[src/rtl/data_inf_c_intc_m2s_rr_lazy.sv]
// Round-robin merge of NUM valid/ready sources into one registered sink stream.
// Each output beat carries its lazy side-field and the index of the source that produced it.
module data_inf_c_intc_m2s_rr_lazy #(
    parameter int NUM    = 8,
    parameter int NSIZE  = $clog2(NUM),
    parameter int LAZISE = 1,
    parameter int DSIZE  = 8
) (
    input  logic                           clock,
    input  logic                           rst,
    input  logic [NUM-1:0]                 s00_valid,
    output logic [NUM-1:0]                 s00_ready,
    input  logic [NUM-1:0][DSIZE-1:0]      s00_data,
    input  logic [NUM-1:0][LAZISE-1:0]     s00_lazy_data,
    output logic                           m00_valid,
    input  logic                           m00_ready,
    output logic [DSIZE-1:0]               m00_data,
    output logic [LAZISE-1:0]              m00_lazy_data,
    output logic [NSIZE-1:0]               m00_addr
);

    logic              valid_q, valid_d;
    logic [DSIZE-1:0]  data_q, data_d;
    logic [LAZISE-1:0] lazy_q, lazy_d;
    logic [NSIZE-1:0]  addr_q, addr_d;
    logic [NSIZE-1:0]  last_grant_q, last_grant_d;

    logic              load;
    logic              any_valid;
    logic [NSIZE-1:0]  grant;
    logic [NSIZE-1:0]  cand;
    int                sum;

    assign load = !valid_q || m00_ready;

    // Candidates start one past the last winner and wrap modulo NUM, so a
    // non-power-of-two NUM never selects a nonexistent port.
    always_comb begin
        // NOTE: every variable gets a default first so no path leaves it unassigned (no latch).
        any_valid = 1'b0;
        grant     = '0;
        cand      = '0;
        sum       = 0;
        for (int k = 1; k <= NUM; k++) begin
            sum = int'(last_grant_q) + k;
            if (sum >= NUM) begin
                sum = sum - NUM;
            end
            cand = NSIZE'(sum);
            if (!any_valid && s00_valid[cand]) begin
                any_valid = 1'b1;
                grant     = cand;
            end
        end
    end

    always_comb begin
        s00_ready = '0;
        if (load && any_valid && !rst) begin
            s00_ready[grant] = 1'b1;
        end
    end

    always_comb begin
        valid_d      = valid_q;
        data_d       = data_q;
        lazy_d       = lazy_q;
        addr_d       = addr_q;
        last_grant_d = last_grant_q;
        if (load) begin
            valid_d = any_valid;
            if (any_valid) begin
                data_d       = s00_data[grant];
                lazy_d       = s00_lazy_data[grant];
                addr_d       = grant;
                last_grant_d = grant;
            end
        end
    end

    // NOTE: state updates use non-blocking assignments so every flop samples pre-edge values.
    always_ff @(posedge clock or posedge rst) begin
        if (rst) begin
            valid_q      <= 1'b0;
            data_q       <= '0;
            lazy_q       <= '0;
            addr_q       <= '0;
            last_grant_q <= NSIZE'(NUM - 1);
        end else begin
            valid_q      <= valid_d;
            data_q       <= data_d;
            lazy_q       <= lazy_d;
            addr_q       <= addr_d;
            last_grant_q <= last_grant_d;
        end
    end

    assign m00_valid     = valid_q;
    assign m00_data      = data_q;
    assign m00_lazy_data = lazy_q;
    assign m00_addr      = addr_q;

endmodule
[config.mk]
export PLATFORM = sky130hd
export DESIGN_NAME = data_inf_c_intc_m2s_rr_lazy
export DESIGN_NICKNAME = d
export VERILOG_FILES = /design/src/rtl/data_inf_c_intc_m2s_rr_lazy.sv
export SDC_FILE = /design/constraint.sdc
export NUM_CORES = 1
export LEC_CHECK = 0
export BUFFER_PORTS_ARGS = -buffer_cell sky130_fd_sc_hd__buf_2
export CAP_MARGIN = 20
export CORE_UTILIZATION = 51
export DETAILED_ROUTE_END_ITERATION = 6
export PLACE_DENSITY = 0.87
export SLEW_MARGIN = 20
export SYNTH_ARGS = -nofsm -noshare
export SYNTH_HDL_FRONTEND = slang
export SYNTH_SLANG_ARGS = --single-unit
[constraint.sdc]
create_clock -name clock -period 8 [get_ports clock]
set_input_delay 0 -clock clock [delete_from_list [all_inputs] [get_ports clock]]
set_output_delay 0 -clock clock [all_outputs]
set_load 0.01 [all_outputs]
==> flow_summary.toml, run 1 <==
[timing]
slew_violations = 0
max_freq_mhz = 211
timing.final.crit_share_pct = 59.2
rsz0062_at_grt = "no"
timing.hold.ws_ns = 0.0908
tns_ns = 0
finalHoldViolations = 0
clock_skew_ns = 0.00136
setup_viol = 0
worst_pin_slew_ns = 0.915
max_slew_margin_pct = 39.0
fin_crit_ns = 4.73

[routing]
wl_per_cell_um = 16.9
drcViolationCount = 0
antenna_left = 0
finalWirelength_mm = 6.00
via_per_inst = 6.17
drt_iter0_markers = 145
drtPass1Iterations = 4
vias = 2190

[worst_hold_path]
hp-class = "primary input to register"

[finish]
drive_above_1_share_pct = 46.9
layout.cells.most_common = "buf_2"
final_util_pct = 67.2
layout.nets = 391
synthToLayoutAreaGrowth_pct = 25.8
mostFrequentLayoutCells = "buf_2, mux2i_1, nand2_1"
instances_no_fill = 355
antenna_cells = 0

[global_route]
antenna_found_initial = 0
grt_start_max_net_pins = 46
track_usage_pct = 26.4
grt_first_pass_wirelength_mm = 8.91
grt_pass1_vias = 1961
grt_overflow_total = 0

[floorplan]
die_width_um = 66.7
rows = 23
fp.dieH_um = 66.7
start_util_pct = 53.4
core_um2 = 4000
dieArea_um2 = 4450
io_pins = 104

[clock_tree]
clkLatencyLatePin_ns = 0.25
ctsRootBufferMaster = "clkbuf_8"
cts_inserted_buffers = 3
cts_tree = "yes"
ctsResizeCount = 0
cts_buffer_depth = 2
cts.htree.levels = 1
path_clk_slew_ns = 0.06
cts.sinks = 16

[logic_synthesis]
ys_seq_area_share_pct = 18.9
synthArstFlopShare_pct = 100
synth.area.top_cells = "mux2i_1, dfrtp_1, mux4_2"
yosys.area.top_type = "mux2i_1"
synth_top_area_share_pct = 20.1
synth_xor_area_share_pct = 1.23
netlist_area_um2 = 2140
synth_top_family_by_area = "multiplexers"
synth_compound_area_share_pct = 21.1
synth_nets = 296
syn-instance-count = 211
syn_area_per_cell_um2 = 10.1
ys_ff_latch = 16
synth_fa_ha_area_share_pct = 1.17
synthDistinctLibCells = 45
synthSimpleGateAreaFrac_pct = 14.6
yosys_warnings = 0
synthMuxAreaShare_pct = 36.6
synth_ff_type = "dfrtp_1"
synth-edff-count = 0

[run_status]
status = "complete, no violations"

[worst_setup_path]
worstSetupPathType = "register to output port"
cp_max_fo = 17
required_ns = 8.00
cp.arrival_ns = 4.73
cp-end-kind = "output port"
cp-start-kind = "register"

[place]
dp_cells = 350
gp_congestion = 1.03
portBuffers = 103
place_hpwl_mm = 4.78

[flow_run]
maxCapViolCount = 0
==> path summary, 6_finish.rpt <==
kind                                  from             to  slack, ns  cells after the start
setup / recovery           last_grant_q[0]   s00_ready[2]       3.27                     10
hold / removal                   m00_ready      m00_valid       0.09                      3
setup reg to reg           last_grant_q[0]    m00_data[3]       3.59                     10
hold reg to reg                m00_addr[2]    m00_addr[2]       0.49                      2
max in group asynchronous              rst  m00_lazy_data       7.16                      3
min in group asynchronous              rst    m00_addr[2]       0.42                      3
==> flip-flops by register name, summed over array words and instances (netlist names) <==
signal	count
last_grant_q	3
m00_valid	1
m00_lazy_data	1
m00_addr	3
m00_data	8
==> area by class of cell <==
cell class	instances	area [um^2]
multi-input cells	175	1620
fillers	329	1310
repair buffers	106	544
flip-flops and latches	16	404
well taps	50	62.6
clock buffers	4	45.0
inverters	4	15.0
==> critical path, cell delays in order (launching register included) <==
cell and delay, ns:
dfstp_2 0.78, inv_1 0.15, ha_1 0.47, inv_1 0.20, mux4_2 0.61, nor4b_4 0.43, nand2_1 0.19, o221ai_2 0.29
a21boi_1 0.75, nor4b_1 0.40, buf_2 0.20
==> synth_stat cells, types with 3 or more instances <==
library cell and number:
mux2i_1 43, nand3_1 4, nor2b_1 3, o21ai_0 4, dfrtp_1 13, buf_6 4
nand2b_1 5, mux4_2 12, a22o_1 18, buf_2 8, inv_1 4, and4_1 4
nand2_1 19, a21oi_1 4, mux2_2 6, o31ai_2 8, nor3_1 4, o21bai_1 3
dfstp_2 3, nor4b_1 4, nor2_1 8
==> kinds of logic after synthesis <==
family,after synthesis
multiplexers,62
AND/OR/NAND/NOR,56
AO/OA/AOI/OAI,52
buffers and inverters,20
flip-flops,16
XOR/XNOR,3
adder cells (fa/ha/maj),2
==> per-layer routing <==
| layer | vias to the layer above | share of wire, % | routed length (um) | track usage (%) |
|---|---|---|---|---|
| met5 | - | 0 | 0 | 0 |
| met4 | 0 | 1.7 | 104 | 10.9 |
| met3 | 14 | 7.4 | 444 | 5.82 |
| met2 | 97 | 50 | 3010 | 42.9 |
| met1 | 1061 | 41 | 2440 | 33.6 |
| li1 | 1018 | - | - | - |
==> metrics by stage <==
stage	instance area, um^2	worst slack, ns
finish	2690	3.27
detailed placement	2630	3.60
global route	2690	2.89
floorplan	2140	4.20
global placement	2620	3.74
CTS	2690	3.29
==> what timing repair did <==
item / in CTS / in global routing
hold buffers: 1 / 0
buffers inserted: 0 / 0
endpoints found under the hold margin: 13 / 0
Power of run 1 is left out: the tool's default activity adds up to more than one toggle a clock period on the data nets, which glitch-free logic cannot reach.
==> run 2, diff against run 1 <==
- ABC_AREA: not set -> 1
- CORE_UTILIZATION: 51 -> 48
- PLACE_DENSITY: 0.87 -> 0.82
- clock period: 8 -> 4.9 ns (I/O delays scaled with it)
==> run 2 against run 1 <==
The run now ends with DRC left; hold slack got worse by 0.081 ns; die area rose by 13%; global-route usage rose by 0.96 points; final area rose by 4.3%; area after synthesis rose by 6.3%; routed wire length rose by 12%; clock skew rose by 0.0020 ns; sequential share of layout area fell by 0.62 points; utilization fell by 4.1 points; critical path depth rose by 6; critical path type unchanged; largest cell class unchanged.
==> flow_summary.toml, run 2 <==
[logic_synthesis]
synth_top_family_by_area = "simple AND/OR/NAND/NOR gates"
yosysMostFrequentCell = "nand2_1"
synth_common_cells = "nand2_1, nand3_1, nor2_1"
ys_ff_latch = 16
synth_compound_area_share_pct = 3.09
synthArstFlopShare_pct = 100
syn_area_per_cell_um2 = 5.65
synthMuxAreaShare_pct = 0
synth_xor_area_share_pct = 2.64
synthSimpleGateAreaFrac_pct = 65.5
synth.area.top_cells = "nand2_1, dfrtp_1, nand3_1"
synth_top_area_share_pct = 29.6
syn-instance-count = 402
netlist_area_um2 = 2270
synth_fa_ha_area_share_pct = 1.10
synth_nets = 487
yosys.area.top_type = "nand2_1"
synthDistinctLibCells = 32
ys_seq_area_share_pct = 17.8
synth_ff_type = "dfrtp_1"
synth-edff-count = 0
yosys_warnings = 0

[timing]
rsz0062_at_grt = "no"
setup_viol = 0
timing.final.crit_share_pct = 82.6
max_slew_margin_pct = 51.7
worst_pin_slew_ns = 0.723
tns_ns = 0
finalHoldViolations = 0
clock_skew_ns = 0.00333
fin_crit_ns = 4.05
max_freq_mhz = 247
slew_violations = 0

[flow_run]
maxCapViolCount = 0

[run_status]
violations = "DRC"
status = "complete, but fails checks"

[clock_tree]
clkLatencyLatePin_ns = 0.25
cts_tree = "yes"
ctsRootBufferMaster = "clkbuf_8"
post-cts-setup-buffers = 0
cts_inserted_buffers = 3
cts_buffer_depth = 2
path_clk_slew_ns = 0.07
hold_buffers = 1
cts.htree.levels = 1
ctsResizeCount = 0
cts.sinks = 16

[worst_setup_path]
worstSetupPathType = "register to output port"
cp-end-kind = "output port"
cp.arrival_ns = 4.05
ff2ff_setup_slack_ns = 1.10
cp-start-kind = "register"
cp_max_fo = 39
required_ns = 4.90

[floorplan]
core_um2 = 4440
die_width_um = 70.8
dieArea_um2 = 5010
fp.dieH_um = 70.8
io_pins = 104
rows = 24
start_util_pct = 51.1

[routing]
finalWirelength_mm = 6.71
antenna_left = 0
drtPass1Iterations = 7
drt_iter0_markers = 273
vias = 2864
drcViolationCount = 2
wl_per_cell_um = 12.2
via_per_inst = 5.23

[place]
gp_congestion = 0.998
place_hpwl_mm = 5.48
portBuffers = 103

[global_route]
grt_start_max_net_pins = 40
grt_first_pass_wirelength_mm = 11.2
track_usage_pct = 27.4
grt_pass1_vias = 2474
grt_overflow_total = 0
antenna_found_initial = 0

[finish]
drive_above_1_share_pct = 28.4
mostFrequentLayoutCells = "nand2_1, buf_2, nand3_1"
largest_reg_flops = 8
layout.cells.most_common = "nand2_1"
synthToLayoutAreaGrowth_pct = 23.4
fillers = 438
antenna_cells = 0
layout.nets = 582

[worst_hold_path]
hp-class = "primary input to register"
==> run 2: layout make-up <==
type | count | area (um^2) | share of cell area (%)
well taps | 52 | 65.1 | 2.32
clock buffers | 4 | 55.1 | 1.96
repair buffers | 104 | 526 | 18.7
inverters | 29 | 110 | 3.93
flip-flops and latches | 16 | 404 | 14.4
multi-input cells | 343 | 1640 | 58.6
==> run 2: through the flow <==
step | instance area, um^2 | hold WS, ns | cells | util, % | worst slack (ns)
2_1_floorplan | 2270 | -0.0884 | 402 | - | 1.90
3_3_place_gp | 2740 | 0.132 | 543 | 61.6 | 1.22
3_5_place_dp | 2740 | 0.127 | 543 | 61.6 | 1.12
4_1_cts | 2800 | 0.0171 | 548 | 63.1 | 0.855
5_1_grt | 2800 | 0.0252 | 548 | 63.1 | 0.419
6_report | 2800 | 0.00952 | 548 | 63.1 | 0.852
==> run 2: worst paths after layout <==
path	cells past startpoint	end	startpoint
setup / recovery	16	s00_ready[2]	last_grant_q[1]
max in group asynchronous	3	m00_valid	rst
min in group asynchronous	3	m00_lazy_data	rst
hold reg to reg	2	m00_addr[1]	m00_addr[1]
hold / removal	4	m00_valid	m00_ready
setup reg to reg	20	m00_data[6]	last_grant_q[1]
==> run 2: routing by layer <==
metal / vias to the layer above / routed length, um / part of all wire (%) / GRT usage, %
met5: - / 0 / 0 / 0
met2: 130 / 3140 / 47 / 45.3
li1: 1466 / - / - / -
met4: 0 / 87 / 1.3 / 6.67
met1: 1257 / 3050 / 45 / 38.9
met3: 11 / 430 / 6.4 / 1.99
==> run 2: cell families (layout without fill, tap and decap cells) <==
group                      count (synthesis)  in the layout
and+or+nand+nor                          329            329
DFF                                       16             16
xor gates and xnor gates                   3              3
adders and majority gates                  2              2
AOI/OAI and AO/OA                          9              9
buffers and inverters                     43            137
==> run 2: critical path: stages, from the launching register on <==
cell and delay, ns:
dfstp_2 0.72, clkinv_2 0.18, ha_1 0.41, inv_1 0.17, nand3_1 0.09, nand2_1 0.09
nand2_1 0.06, nand2_2 0.17, inv_2 0.06, a21oi_1 0.12, nand2_1 0.10, o21bai_4 0.54
nand2_4 0.36, inv_2 0.25, nand2_1 0.18, nor2_1 0.13, buf_2 0.13
Power of run 2 is left out for the same reason.
